**src/rtl/multicycle_controller.sv**
```systemverilog
// Main control FSM for the multi-cycle MIPS core: sequences the shared ALU,
// memory port, register file and PC, with ready-handshake stalls on memory states.
module multicycle_controller #(
    parameter int MEM_WAIT_EN = 1
) (
    input  logic       clk,
    input  logic       reset,
    input  logic [5:0] Op,
    input  logic       Zero,
    input  logic       MemReady,
    output logic       MemWrite,
    output logic       IRWrite,
    output logic       PCWrite,
    output logic       Branch,
    output logic       PCEn,
    output logic       IorD,
    output logic       RegDst,
    output logic       MemtoReg,
    output logic       RegWrite,
    output logic       ALUSrcA,
    output logic [1:0] ALUSrcB,
    output logic [1:0] ALUOp,
    output logic [1:0] PCSrc,
    output logic       Illegal,
    output logic [3:0] State
);

    typedef enum logic [3:0] {
        FETCH   = 4'd0,
        DECODE  = 4'd1,
        MEMADR  = 4'd2,
        MEMRD   = 4'd3,
        MEMWB   = 4'd4,
        MEMWR   = 4'd5,
        EXECUTE = 4'd6,
        ALUWB   = 4'd7,
        BRANCH  = 4'd8,
        ADDIEX  = 4'd9,
        ADDIWB  = 4'd10,
        JUMP    = 4'd11
    } state_t;

    localparam logic [5:0] OP_LW   = 6'b100011;
    localparam logic [5:0] OP_SW   = 6'b101011;
    localparam logic [5:0] OP_RTYP = 6'b000000;
    localparam logic [5:0] OP_BEQ  = 6'b000100;
    localparam logic [5:0] OP_ADDI = 6'b001000;
    localparam logic [5:0] OP_J    = 6'b000010;

    state_t r_state;
    state_t w_next;
    logic   w_rdy;
    logic   w_memwrite, w_irwrite, w_pcwrite, w_branch, w_illegal;

    assign w_rdy = (MEM_WAIT_EN != 0) ? MemReady : 1'b1;

    always_ff @(posedge clk) begin
        if (reset) r_state <= FETCH;
        else       r_state <= w_next;
    end

    always_comb begin
        w_next     = r_state;
        w_memwrite = 1'b0;
        w_irwrite  = 1'b0;
        w_pcwrite  = 1'b0;
        w_branch   = 1'b0;
        w_illegal  = 1'b0;
        IorD       = 1'b0;
        RegDst     = 1'b0;
        MemtoReg   = 1'b0;
        RegWrite   = 1'b0;
        ALUSrcA    = 1'b0;
        ALUSrcB    = 2'b00;
        ALUOp      = 2'b00;
        PCSrc      = 2'b00;
        case (r_state)
            FETCH: begin
                ALUSrcB   = 2'b01;
                w_irwrite = w_rdy;
                w_pcwrite = w_rdy;
                if (w_rdy) w_next = DECODE;
            end
            DECODE: begin
                ALUSrcB = 2'b11;
                case (Op)
                    OP_LW, OP_SW: w_next = MEMADR;
                    OP_RTYP:      w_next = EXECUTE;
                    OP_BEQ:       w_next = BRANCH;
                    OP_ADDI:      w_next = ADDIEX;
                    OP_J:         w_next = JUMP;
                    default: begin
                        w_next    = FETCH;
                        w_illegal = 1'b1;
                    end
                endcase
            end
            MEMADR: begin
                ALUSrcA = 1'b1;
                ALUSrcB = 2'b10;
                // Op changing to something else here would be an IR fault; drop to FETCH.
                if (Op == OP_LW)      w_next = MEMRD;
                else if (Op == OP_SW) w_next = MEMWR;
                else                  w_next = FETCH;
            end
            MEMRD: begin
                IorD = 1'b1;
                if (w_rdy) w_next = MEMWB;
            end
            MEMWB: begin
                MemtoReg = 1'b1;
                RegWrite = 1'b1;
                w_next   = FETCH;
            end
            MEMWR: begin
                IorD       = 1'b1;
                w_memwrite = w_rdy;
                if (w_rdy) w_next = FETCH;
            end
            EXECUTE: begin
                ALUSrcA = 1'b1;
                ALUOp   = 2'b10;
                w_next  = ALUWB;
            end
            ALUWB: begin
                RegDst   = 1'b1;
                RegWrite = 1'b1;
                w_next   = FETCH;
            end
            BRANCH: begin
                ALUSrcA  = 1'b1;
                ALUOp    = 2'b01;
                PCSrc    = 2'b01;
                w_branch = 1'b1;
                w_next   = FETCH;
            end
            ADDIEX: begin
                ALUSrcA = 1'b1;
                ALUSrcB = 2'b10;
                w_next  = ADDIWB;
            end
            ADDIWB: begin
                RegWrite = 1'b1;
                w_next   = FETCH;
            end
            JUMP: begin
                PCSrc     = 2'b10;
                w_pcwrite = 1'b1;
                w_next    = FETCH;
            end
            default: w_next = FETCH;
        endcase
    end

    // Strobes are suppressed while reset is held so nothing commits during reset.
    assign MemWrite = w_memwrite & ~reset;
    assign IRWrite  = w_irwrite  & ~reset;
    assign PCWrite  = w_pcwrite  & ~reset;
    assign Branch   = w_branch   & ~reset;
    assign Illegal  = w_illegal  & ~reset;
    assign PCEn     = PCWrite | (Branch & Zero);
    assign State    = r_state;

endmodule

```
**config.mk**
```make
export PLATFORM = sky130hd
export DESIGN_NAME = multicycle_controller
export DESIGN_NICKNAME = d
export VERILOG_FILES = /design/src/rtl/multicycle_controller.sv
export SDC_FILE = /design/constraint.sdc
export NUM_CORES = 1
export LEC_CHECK = 0
export BUFFER_PORTS_ARGS = -buffer_cell sky130_fd_sc_hd__buf_2
export CORE_AREA = 5 5 42 44
export CTS_BUF_LIST = sky130_fd_sc_hd__clkbuf_8
export DETAILED_ROUTE_END_ITERATION = 7
export DIE_AREA = 0 0 47 49
export GPL_TIMING_DRIVEN = 0
export HOLD_SLACK_MARGIN = 0.06
export PLACE_DENSITY = 0.76
export SYNTH_ARGS = -nofsm -noshare
export SYNTH_HDL_FRONTEND = slang
export SYNTH_SLANG_ARGS = --single-unit
```
**constraint.sdc**
```tcl
create_clock -name clk -period 2.2 [get_ports clk]
set_input_delay 0.44 -clock clk [delete_from_list [all_inputs] [get_ports clk]]
set_output_delay 0.44 -clock clk [all_outputs]
set_load 0.005 [all_outputs]
```
==> metrics.cfg, run 1 <==
[routing]
routed-via-count = 696
drt_first_pass_iters = 4
drt_drc_violations_left = 0
routed_wirelength_um = 1660
initialDrtViolationCount = 15
antenna_left = 0
drt-vias-per-instance = 5.70
route.detailed.wl_per_inst_um = 13.6

[worst_setup_path]
flop2flop_setup_slack_ns = 0.62
critical_path.endpoint_type = primary output
crit_path_launch_type = register
critical_path_arrival_ns = 1.63
worst-setup-path-type = register to primary output
reg2regPathDepth = 5
timing.critical_path.fanout_max = 10
critical_path_required_ns = 1.76

[pwr]
power.total_mw = 0.313
cellPowerDensity_mw_per_mm2 = 416
vdd.ir_drop.worst_v = 0.000269
leakagePower_nw = 0.330

[sta]
grt_setup_unrepaired = false
fin_crit_sh_pct = 94.3
max_slew_margin_pct = 74.1
skew_final_ns = 0.00770
worst_slew_pin_slew_ns = 0.385
post-route-min-period_ns = 2.07
finalHoldViolCount = 0
max_clock_freq_ghz = 0.482
timing.final.setup_violations = 0
drv_slew = 0
setup_tns_ns = 0

[yosys]
yosysTopAreaCell = sky130_fd_sc_hd__dfxtp_1
post_synth_fa_ha_maj_area_fraction_pct = 0
synth_cells = 76
synth-seq-area-share_pct = 14.6
post_synth.cell_area_avg_um2 = 7.23
post_synth_most_frequent_cells = sky130_fd_sc_hd__nor3_1, sky130_fd_sc_hd__nor2_1, sky130_fd_sc_hd__a31oi_1, sky130_fd_sc_hd__o21ai_0
synth.distinct_cells = 35
dominantRegCellSynth = sky130_fd_sc_hd__dfxtp_1
synthesis.nets = 86
synth_compound_area_share_pct = 28.0
postSynthRegisterBits = 4
simple_gate_share_of_the_synthesized_area_pct = 36.7
netlist_area_um2 = 549
ys_async_sr_fraction_pct = 0
yosysMostFrequentCell = sky130_fd_sc_hd__nor3_1
ys_warns = 0
multiplexer_share_of_the_synthesized_area_pct = 2.05
area_contributors_post_synth = sky130_fd_sc_hd__dfxtp_1, sky130_fd_sc_hd__nor3_1, sky130_fd_sc_hd__a31oi_1, sky130_fd_sc_hd__clkbuf_8, sky130_fd_sc_hd__nand2b_1
synth_largest_type_area_fraction_pct = 14.6
combinational_family_with_the_most_area_after_synthesis = simple AND/OR/NAND/NOR gates
synth-xor-area-share_pct = 4.78
synth_enable_flop_cells = 0

[placed_design]
place.detailed.hpwl_um = 1220
routabilityCongestion = 0.803
port_buffers = 28
total_cell_area_at_the_placement_stage_um2 = 709

[clocking]
h-tree-depth = 1
cts_root_buf = sky130_fd_sc_hd__clkbuf_8
holdBufCountCts = 0
cts_sinks = 4
num_cts_buffers = 3
clk_transition_reported_paths_ns = 0.04
clock_tree.buffer_depth = 2
cts_tree = done
post_cts_buffers = 0
clock_insertion_delay_worst_skew_ns = 0.23

[cells_and_area]
layout.cell_area.non_filler_um2 = 752
num_antenna_cells = 0
finalCoreUtilization_pct = 53.7
finalNetCount = 118
flow.area_growth_from_synthesis_pct = 36.9
largest_register_ffs = 4
layout.filler_cells = 137
final_layout_size_suffix_gt1_share_pct = 40.6

[die]
die_y_um = 49
floorplan.initialDensity_pct = 39.2
fp.dieArea_mm2 = 0.00230
num_io_pins = 31
dieWidth_um = 47
rows = 14
design.core.area_mm2 = 0.00140

[grt]
grt_start_max_net_pins = 13
global_route_wire_length_before_repair_um = 2660
grt_pass1_vias = 596
initial_antenna_violation_count = 0
globalRouteTotalUtil_pct = 15.5
total_global_routing_overflow = 0

[hold_path]
timing.hold.worst_path_depth = 2
hold_path_class = input pin to register

[run]
timing.max_cap.violations = 0

[status]
status = complete, no violations

through the flow:
step | hold WS [ns] | setup WS (ns) | instances
6_report | 0.471 | 0.126 | 122
5_1_grt | 0.482 | 0.0479 | 122
4_1_cts | 0.477 | 0.0153 | 122
3_5_place_dp | 0.640 | 0.204 | 120
3_3_place_gp | 0.651 | 0.194 | 120
2_1_floorplan | 0.554 | 0.329 | 76
routing by layer:
layer	track usage (%)	part of all wire, %	vias to the layer above	wire length [µm]
li1	-	-	348	-
met3	3.32	6.6	3	110
met5	0	0	-	0
met1	18.2	39	319	651
met4	6.91	1.7	0	28
met2	25.6	52	26	870
worst max-delay path, stage by stage, from the launching register on:
cell and delay, ns:
sky130_fd_sc_hd__dfxtp_1 0.40, sky130_fd_sc_hd__clkbuf_8 0.20, sky130_fd_sc_hd__nand2_1 0.15, sky130_fd_sc_hd__or3_2 0.46, sky130_fd_sc_hd__nor2_1 0.09, sky130_fd_sc_hd__buf_2 0.11
worst paths after layout:
kind / start / end
hold reg to reg: State[0] / State[3]
setup reg to reg: State[1] / State[1]
hold / removal: reset / State[0]
setup / recovery: State[2] / MemWrite
repair_timing:
action	4_1_cts	5_1_grt
gates resized for setup	0	4
pin swaps	0	1
endpoints found under the setup margin	1	2
cell usage in the layout, fill, tap and decap left out:
cell / instances
sky130_fd_sc_hd__a2111oi_0: 2
sky130_fd_sc_hd__a211oi_1: 1
sky130_fd_sc_hd__a21o_1: 1
sky130_fd_sc_hd__a21o_2: 1
sky130_fd_sc_hd__a21oi_1: 2
sky130_fd_sc_hd__a311oi_1: 1
sky130_fd_sc_hd__a31oi_1: 5
sky130_fd_sc_hd__buf_2: 28
sky130_fd_sc_hd__buf_4: 1
sky130_fd_sc_hd__buf_6: 1
sky130_fd_sc_hd__clkbuf_1: 1
sky130_fd_sc_hd__clkbuf_2: 1
sky130_fd_sc_hd__clkbuf_4: 1
sky130_fd_sc_hd__clkbuf_8: 5
sky130_fd_sc_hd__dfxtp_1: 3
sky130_fd_sc_hd__dfxtp_2: 1
sky130_fd_sc_hd__inv_1: 3
sky130_fd_sc_hd__mux2_2: 1
sky130_fd_sc_hd__nand2_1: 4
sky130_fd_sc_hd__nand2b_1: 4
sky130_fd_sc_hd__nand2b_4: 1
sky130_fd_sc_hd__nand3b_1: 1
sky130_fd_sc_hd__nand4b_1: 1
sky130_fd_sc_hd__nor2_1: 6
sky130_fd_sc_hd__nor3_1: 8
sky130_fd_sc_hd__nor3b_1: 2
sky130_fd_sc_hd__nor4_1: 1
sky130_fd_sc_hd__nor4b_1: 2
sky130_fd_sc_hd__o211ai_1: 2
sky130_fd_sc_hd__o21ai_0: 5
sky130_fd_sc_hd__o22ai_1: 2
sky130_fd_sc_hd__o2bb2a_1: 1
sky130_fd_sc_hd__or3_1: 1
sky130_fd_sc_hd__or3_2: 1
sky130_fd_sc_hd__or4_1: 1
sky130_fd_sc_hd__or4_4: 1
sky130_fd_sc_hd__xnor2_1: 1
sky130_fd_sc_hd__xor2_1: 2
logic make-up after synthesis:
group | Yosys count
mux | 1
buf+inv | 11
flops | 4
xor+xnor | 3
compound gates | 23
simple gates | 34
power breakdown:
group / total (mW) / switching (mW) / internal, mW / leakage, nW
clock network: 0.162 / 0.0449 / 0.117 / 0.0216
registers: 0.0803 / 0.00479 / 0.0755 / 0.0328
logic: 0.0705 / 0.0369 / 0.0336 / 0.276
total: 0.313 / 0.0866 / 0.226 / 0.330
cell type report:
cell class	count	area (µm²)	share of cell area, %
clock buffers	3	41.3	5.49
plain buffers	7	62.6	8.32
multi-input cells	61	395	52.6
inverters	3	11.3	1.50
well taps	16	20.0	2.66
repair buffers	28	140	18.6
flip-flops and latches	4	81.3	10.8
(Power assumes the default switching activity.)
==> inputs of run 2 (changes only) <==
--- a/config.mk
+++ b/config.mk
@@ -6,6 +6,7 @@
 export NUM_CORES = 1
 export LEC_CHECK = 0
 export BUFFER_PORTS_ARGS = -buffer_cell sky130_fd_sc_hd__buf_2
+export CAP_MARGIN = 20
 export CORE_AREA = 5 5 42 44
 export CTS_BUF_LIST = sky130_fd_sc_hd__clkbuf_8
 export DETAILED_ROUTE_END_ITERATION = 7
@@ -13,6 +14,7 @@
 export GPL_TIMING_DRIVEN = 0
 export HOLD_SLACK_MARGIN = 0.06
 export PLACE_DENSITY = 0.76
+export RECOVER_POWER = 100
 export SYNTH_ARGS = -nofsm -noshare
 export SYNTH_HDL_FRONTEND = slang
 export SYNTH_SLANG_ARGS = --single-unit
==> run 2 against run 1 <==
  * Highest routed layer unchanged
  * Clock power hardly changed
  * Worst setup slack lost 0.012 ns
  * Count of clock-buffer cells in the layout is the same
  * Largest power group unchanged
  * Core utilization is 1.2 points lower
  * Global-route usage unchanged
  * Final cell count is the same
  * Critical path type unchanged
  * Critical endpoint is now Illegal
  * Non-clock buffer count unchanged
  * Critical path depth is 1 lower
  * Worst hold slack improved by 0.0086 ns
==> metrics.cfg, run 2 (synthesized netlist as in run 1, its figures left out) <==
[status]
status = complete, no violations  ; unchanged

[sta]
post-route-min-period_ns = 2.09  ; was 2.07 ns
drv_slew = 0  ; unchanged
max_clock_freq_ghz = 0.479  ; was 0.482 GHz
grt_setup_unrepaired = false  ; unchanged
timing.final.setup_violations = 0  ; unchanged
worst_slew_pin_slew_ns = 0.388  ; was 0.385 ns
hold_ws_ns = 0.479  ; was 0.471 ns
max_slew_margin_pct = 73.9  ; was 74.1%
finalHoldViolCount = 0  ; unchanged
fin_crit_sh_pct = 94.8  ; was 94.3%
setup_tns_ns = 0  ; unchanged
skew_final_ns = 0.00739  ; was 0.00770 ns

[cells_and_area]
final_layout_size_suffix_gt1_share_pct = 27.4  ; was 40.6%
layout.cell_area.non_filler_um2 = 734  ; was 752 µm²
finalNetCount = 118  ; unchanged
layout.filler_cells = 143  ; was 137
layout.cells.most_common_list = sky130_fd_sc_hd__buf_2, sky130_fd_sc_hd__clkbuf_1, sky130_fd_sc_hd__nor3_1  ; was sky130_fd_sc_hd__buf_2, sky130_fd_sc_hd__nor3_1, sky130_fd_sc_hd__nor2_1
flow.area_growth_from_synthesis_pct = 33.7  ; was 36.9%
largest_register_ffs = 4  ; unchanged
num_antenna_cells = 0  ; unchanged
most_common_cell_after_layout_fill_and_taps_aside = sky130_fd_sc_hd__buf_2  ; unchanged
finalCoreUtilization_pct = 52.4  ; was 53.7%

[placed_design]
port_buffers = 28  ; unchanged
total_cell_area_at_the_placement_stage_um2 = 709  ; unchanged
place.detailed.hpwl_um = 1220  ; unchanged
routabilityCongestion = 0.803  ; unchanged

[clocking]
clock_tree.buffer_depth = 2  ; unchanged
clk_transition_reported_paths_ns = 0.04  ; about the same
clock_insertion_delay_worst_skew_ns = 0.23  ; about the same
cts_root_buf = sky130_fd_sc_hd__clkbuf_8  ; unchanged
h-tree-depth = 1  ; unchanged
num_cts_buffers = 3  ; unchanged
cts_tree = done  ; unchanged
cts_sinks = 4  ; unchanged

[grt]
grt_start_max_net_pins = 13  ; unchanged
globalRouteTotalUtil_pct = 15.5  ; unchanged
grt_pass1_vias = 596  ; unchanged
total_global_routing_overflow = 0  ; unchanged
initial_antenna_violation_count = 0  ; unchanged
global_route_wire_length_before_repair_um = 2660  ; unchanged

[die]
die_y_um = 49  ; unchanged
num_io_pins = 31  ; unchanged
dieWidth_um = 47  ; unchanged
fp.dieArea_mm2 = 0.00230  ; unchanged
rows = 14  ; unchanged
design.core.area_mm2 = 0.00140  ; unchanged
floorplan.initialDensity_pct = 39.2  ; unchanged

[pwr]
leakagePower_nw = 0.276  ; was 0.330 nW
cellPowerDensity_mw_per_mm2 = 423  ; was 416 mW/mm²
vdd.ir_drop.worst_v = 0.000269  ; about the same

[routing]
drt_drc_violations_left = 0  ; unchanged
routed_wirelength_um = 1670  ; was 1660 µm
drt_first_pass_iters = 4  ; unchanged
drt-vias-per-instance = 5.75  ; was 5.70
routed-via-count = 701  ; was 696
initialDrtViolationCount = 15  ; unchanged
route.detailed.wl_per_inst_um = 13.7  ; was 13.6 µm
antenna_left = 0  ; unchanged

[worst_setup_path]
worst-setup-path-type = register to primary output  ; unchanged
critical_path.endpoint_type = primary output  ; unchanged
critical_path_arrival_ns = 1.65  ; was 1.63 ns
timing.critical_path.fanout_max = 8  ; was 10
crit_path_launch_type = register  ; unchanged
critical_path_required_ns = 1.76  ; about the same

[run]
timing.max_cap.violations = 0  ; unchanged

[hold_path]
hold_path_class = input pin to register  ; unchanged

## run 2: cell count changes in the layout (fill, tap and decap cells not counted), sizes merged
cell    change
clkbuf     +13
buf        -13
## run 2: power by group
group | leakage [nW] | internal [mW] | switching [mW]
sequential | 0.0325 | 0.0751 | 0.00481
combinational | 0.222 | 0.0315 | 0.0372
clock | 0.0216 | 0.117 | 0.0446
## run 2: final cells by class
cell class,count,area [µm²],area share [%]
tap,16,20.0,2.73
sequential,4,80.1,10.9
buffer,7,62.6,8.52
inverter,3,11.3,1.53
clock buffer,3,41.3,5.62
multi-input combinational,61,395,53.8
timing repair buffer,28,124,16.9
## run 2: critical path, stage by stage (launching register included)
cell                       delay, ns
sky130_fd_sc_hd__dfxtp_1        0.50
sky130_fd_sc_hd__nand2b_4       0.11
sky130_fd_sc_hd__or4_4          0.42
sky130_fd_sc_hd__a311oi_1       0.25
sky130_fd_sc_hd__clkbuf_1       0.14
## run 2: metal layers
metal  global-route usage [%]  part of all wire (%)  vias up
li1                         -                     -      349
met1                     18.2                    40      322
met2                     25.6                    52       27
met3                     3.32                   6.3        3
met4                     6.91                   1.7        0
met5                        0                     0        -
## run 2: path summary, 6_finish.rpt
check,depth (start not counted),to,from,slack [ns]
worst min register to register,2,State[3],State[0],0.64
worst max-delay path,4,Illegal,State[0],0.11
worst max register to register,4,State[1],State[0],0.59
worst min-delay path,2,State[0],reset,0.48
## run 2: timing repair
action,CTS,global route
setup buffers,0,0
resized for setup,0,4
hold buffers,0,0
endpoints found under the setup margin,1,2
pin swaps,0,1
## run 2: metrics by stage
stage                     setup slack (ns)  cells  power, mW
after floorplan                      0.329     76      0.122
after global placement               0.194    120      0.148
after detailed placement             0.204    120      0.150
after CTS                           0.0153    122      0.310
after global routing                0.0457    122      0.323
final                                0.113    122      0.310
==> inputs of run 3 (changes only) <==
--- a/config.mk
+++ b/config.mk
@@ -15,6 +15,7 @@
 export HOLD_SLACK_MARGIN = 0.06
 export PLACE_DENSITY = 0.76
 export RECOVER_POWER = 100
+export SETUP_SLACK_MARGIN = 0.2
 export SYNTH_ARGS = -nofsm -noshare
 export SYNTH_HDL_FRONTEND = slang
 export SYNTH_SLANG_ARGS = --single-unit
==> constraint.sdc (replaced) <==
create_clock -name clk -period 2.2 [get_ports clk]
set_input_delay 0.11 -clock clk [delete_from_list [all_inputs] [get_ports clk]]
set_output_delay 0.11 -clock clk [all_outputs]
set_load 0.005 [all_outputs]
==> run 3 against run 2 <==
  * Worst setup slack improved by 0.18 ns
  * Clock power barely moved
  * Via count rose by 1.1%
  * Routed wire length barely moved
  * Critical path type unchanged
  * Largest cell class unchanged
==> metrics.cfg, run 3 (synthesized netlist as in run 1, its figures left out) <==
[status]
status = complete, no violations  ; unchanged

[grt]
total_global_routing_overflow = 0  ; unchanged
globalRouteTotalUtil_pct = 15.5  ; unchanged
grt_pass1_vias = 596  ; unchanged
global_route_wire_length_before_repair_um = 2660  ; unchanged
grt_start_max_net_pins = 11  ; was 13
initial_antenna_violation_count = 0  ; unchanged

[clocking]
num_cts_buffers = 3  ; unchanged
clk_transition_reported_paths_ns = 0.03  ; was 0.04 ns
ctsResizeCount = 0  ; unchanged
clock_tree.buffer_depth = 2  ; unchanged
cts_root_buf = sky130_fd_sc_hd__clkbuf_8  ; unchanged
h-tree-depth = 1  ; unchanged
cts_tree = done  ; unchanged
clock_insertion_delay_worst_skew_ns = 0.22  ; was 0.23 ns
cts_sinks = 4  ; unchanged
holdBufCountCts = 0  ; unchanged
post_cts_buffers = 0  ; unchanged

[cells_and_area]
largest_register_ffs = 4  ; unchanged
layout.cell_area.non_filler_um2 = 718  ; was 734 µm²
layout.cells.most_common_list = sky130_fd_sc_hd__clkbuf_1, sky130_fd_sc_hd__buf_2, sky130_fd_sc_hd__nor3_1  ; was sky130_fd_sc_hd__buf_2, sky130_fd_sc_hd__clkbuf_1, sky130_fd_sc_hd__nor3_1
finalNetCount = 119  ; was 118
flow.area_growth_from_synthesis_pct = 30.8  ; was 33.7%
final_layout_size_suffix_gt1_share_pct = 24.3  ; was 27.4%
most_common_cell_after_layout_fill_and_taps_aside = sky130_fd_sc_hd__clkbuf_1  ; was sky130_fd_sc_hd__buf_2
num_antenna_cells = 0  ; unchanged
layout.filler_cells = 146  ; was 143

[sta]
timing.final.setup_violations = 0  ; unchanged
finalHoldViolCount = 0  ; unchanged
drv_slew = 0  ; unchanged
worst_slew_pin_slew_ns = 0.422  ; was 0.388 ns
setup_tns_ns = 0  ; unchanged
grt_setup_unrepaired = false  ; unchanged
skew_final_ns = 0.00496  ; was 0.00739 ns
fin_crit_sh_pct = 86.6  ; was 94.8%
max_slew_margin_pct = 71.9  ; was 73.9%
max_clock_freq_ghz = 0.525  ; was 0.479 GHz
post-route-min-period_ns = 1.91  ; was 2.09 ns

[placed_design]
total_cell_area_at_the_placement_stage_um2 = 709  ; unchanged
routabilityCongestion = 0.803  ; unchanged
place.detailed.hpwl_um = 1220  ; unchanged
port_buffers = 28  ; unchanged

[routing]
routed-via-count = 709  ; was 701
drt_drc_violations_left = 0  ; unchanged
initialDrtViolationCount = 15  ; unchanged
drt_first_pass_iters = 4  ; unchanged
antenna_left = 0  ; unchanged
routed_wirelength_um = 1680  ; was 1670 µm
route.detailed.wl_per_inst_um = 13.6  ; was 13.7 µm
drt-vias-per-instance = 5.76  ; was 5.75

[run]
timing.max_cap.violations = 0  ; unchanged

[hold_path]
timing.hold.worst_path_depth = 2  ; unchanged
hold_path_class = input pin to register  ; unchanged
worst_hold_path.endpoint = State[0]  ; unchanged
hold_path.startpoint = reset  ; unchanged

[die]
design.core.area_mm2 = 0.00140  ; unchanged
rows = 14  ; unchanged
num_io_pins = 31  ; unchanged
die_y_um = 49  ; unchanged
floorplan.initialDensity_pct = 39.2  ; unchanged
dieWidth_um = 47  ; unchanged
fp.dieArea_mm2 = 0.00230  ; unchanged

[pwr]
cellPowerDensity_mw_per_mm2 = 421  ; was 423 mW/mm²
leakagePower_nw = 0.268  ; was 0.276 nW
vdd.ir_drop.worst_v = 0.000269  ; about the same

[worst_setup_path]
cpLargestDelayFamily = buffers and inverters  ; was simple AND/OR/NAND/NOR gates
critical_path.slowest_cell = sky130_fd_sc_hd__mux2_1  ; was sky130_fd_sc_hd__dfxtp_1
worstSetupStartpoint = State[3]  ; was State[0]
critical_path.endpoint_type = primary output  ; unchanged
bufs_and_invs_on_worst_path = 2  ; was 1
critical_path_arrival_ns = 1.80  ; was 1.65 ns
critical_path_required_ns = 2.09  ; was 1.76 ns
crit_path_launch_type = register  ; unchanged
timing.rr.start = State[1]  ; was State[0]
cpPeakStageDelay_ns = 0.37  ; was 0.50 ns
worst-setup-path-type = register to primary output  ; unchanged
reg2regPathDepth = 5  ; was 4
timing.critical_path.fanout_max = 10  ; was 8
r2r_end = State[1]  ; unchanged
cp_cell_sequence = clkbuf_1, nand2b_1, mux2_1, o22ai_1, buf_2  ; was nand2b_4, or4_4, a311oi_1, clkbuf_1
flop2flop_setup_slack_ns = 0.54  ; was 0.59 ns

-- run 3: cell count changes in the layout (fill, tap and decap cells not counted), sizes merged --
cell,previous run,this run
clkbuf,21,22
-- run 3: cell type report --
cell class | count | area (µm²) | area share [%]
inverters | 3 | 11.3 | 1.57
repair buffers | 28 | 125 | 17.4
well taps | 16 | 20.0 | 2.79
flip-flops and latches | 4 | 80.1 | 11.1
multi-input cells | 61 | 385 | 53.7
clock buffers | 3 | 41.3 | 5.75
plain buffers | 8 | 55.1 | 7.67
-- run 3: worst max-delay path by stage --
stage,endpoint,slack (ns),cells past startpoint
global route,RegWrite,0.19,5
CTS,Illegal,0.31,4
floorplan,Illegal,0.70,3
finish,RegWrite,0.29,5
global placement,Illegal,0.53,4
detailed placement,Illegal,0.55,4
-- run 3: metrics by stage --
stage	setup slack [ns]	power, mW	utilization, %	hold WS, ns	instances
floorplan	0.697	0.122	-	0.224	76
global placement	0.532	0.148	50.6	0.377	120
detailed placement	0.553	0.150	50.6	0.377	120
CTS	0.307	0.310	53.6	0.147	123
global route	0.194	0.318	51.2	0.157	123
finish	0.295	0.302	51.2	0.154	123
-- run 3: where the power goes --
group          internal [mW]  leakage [nW]  switching (mW)  total [mW]
clock                  0.117        0.0216          0.0422       0.159
sequential            0.0751        0.0325         0.00347      0.0786
combinational         0.0273         0.214          0.0372      0.0644
-- run 3: worst register-to-register path, stage by stage, from the launching register on --
cell                       delay (ns)
sky130_fd_sc_hd__dfxtp_1         0.30
sky130_fd_sc_hd__buf_6           0.13
sky130_fd_sc_hd__nand2b_1        0.21
sky130_fd_sc_hd__or4_1           0.44
sky130_fd_sc_hd__or3_1           0.32
sky130_fd_sc_hd__a31oi_1         0.17
-- run 3: metal layers --
layer  GRT usage, %  share of wire, %
met5              0                 0
met4           6.91               2.2
met3           3.32               6.9
met2           25.6                51
met1           18.2                40
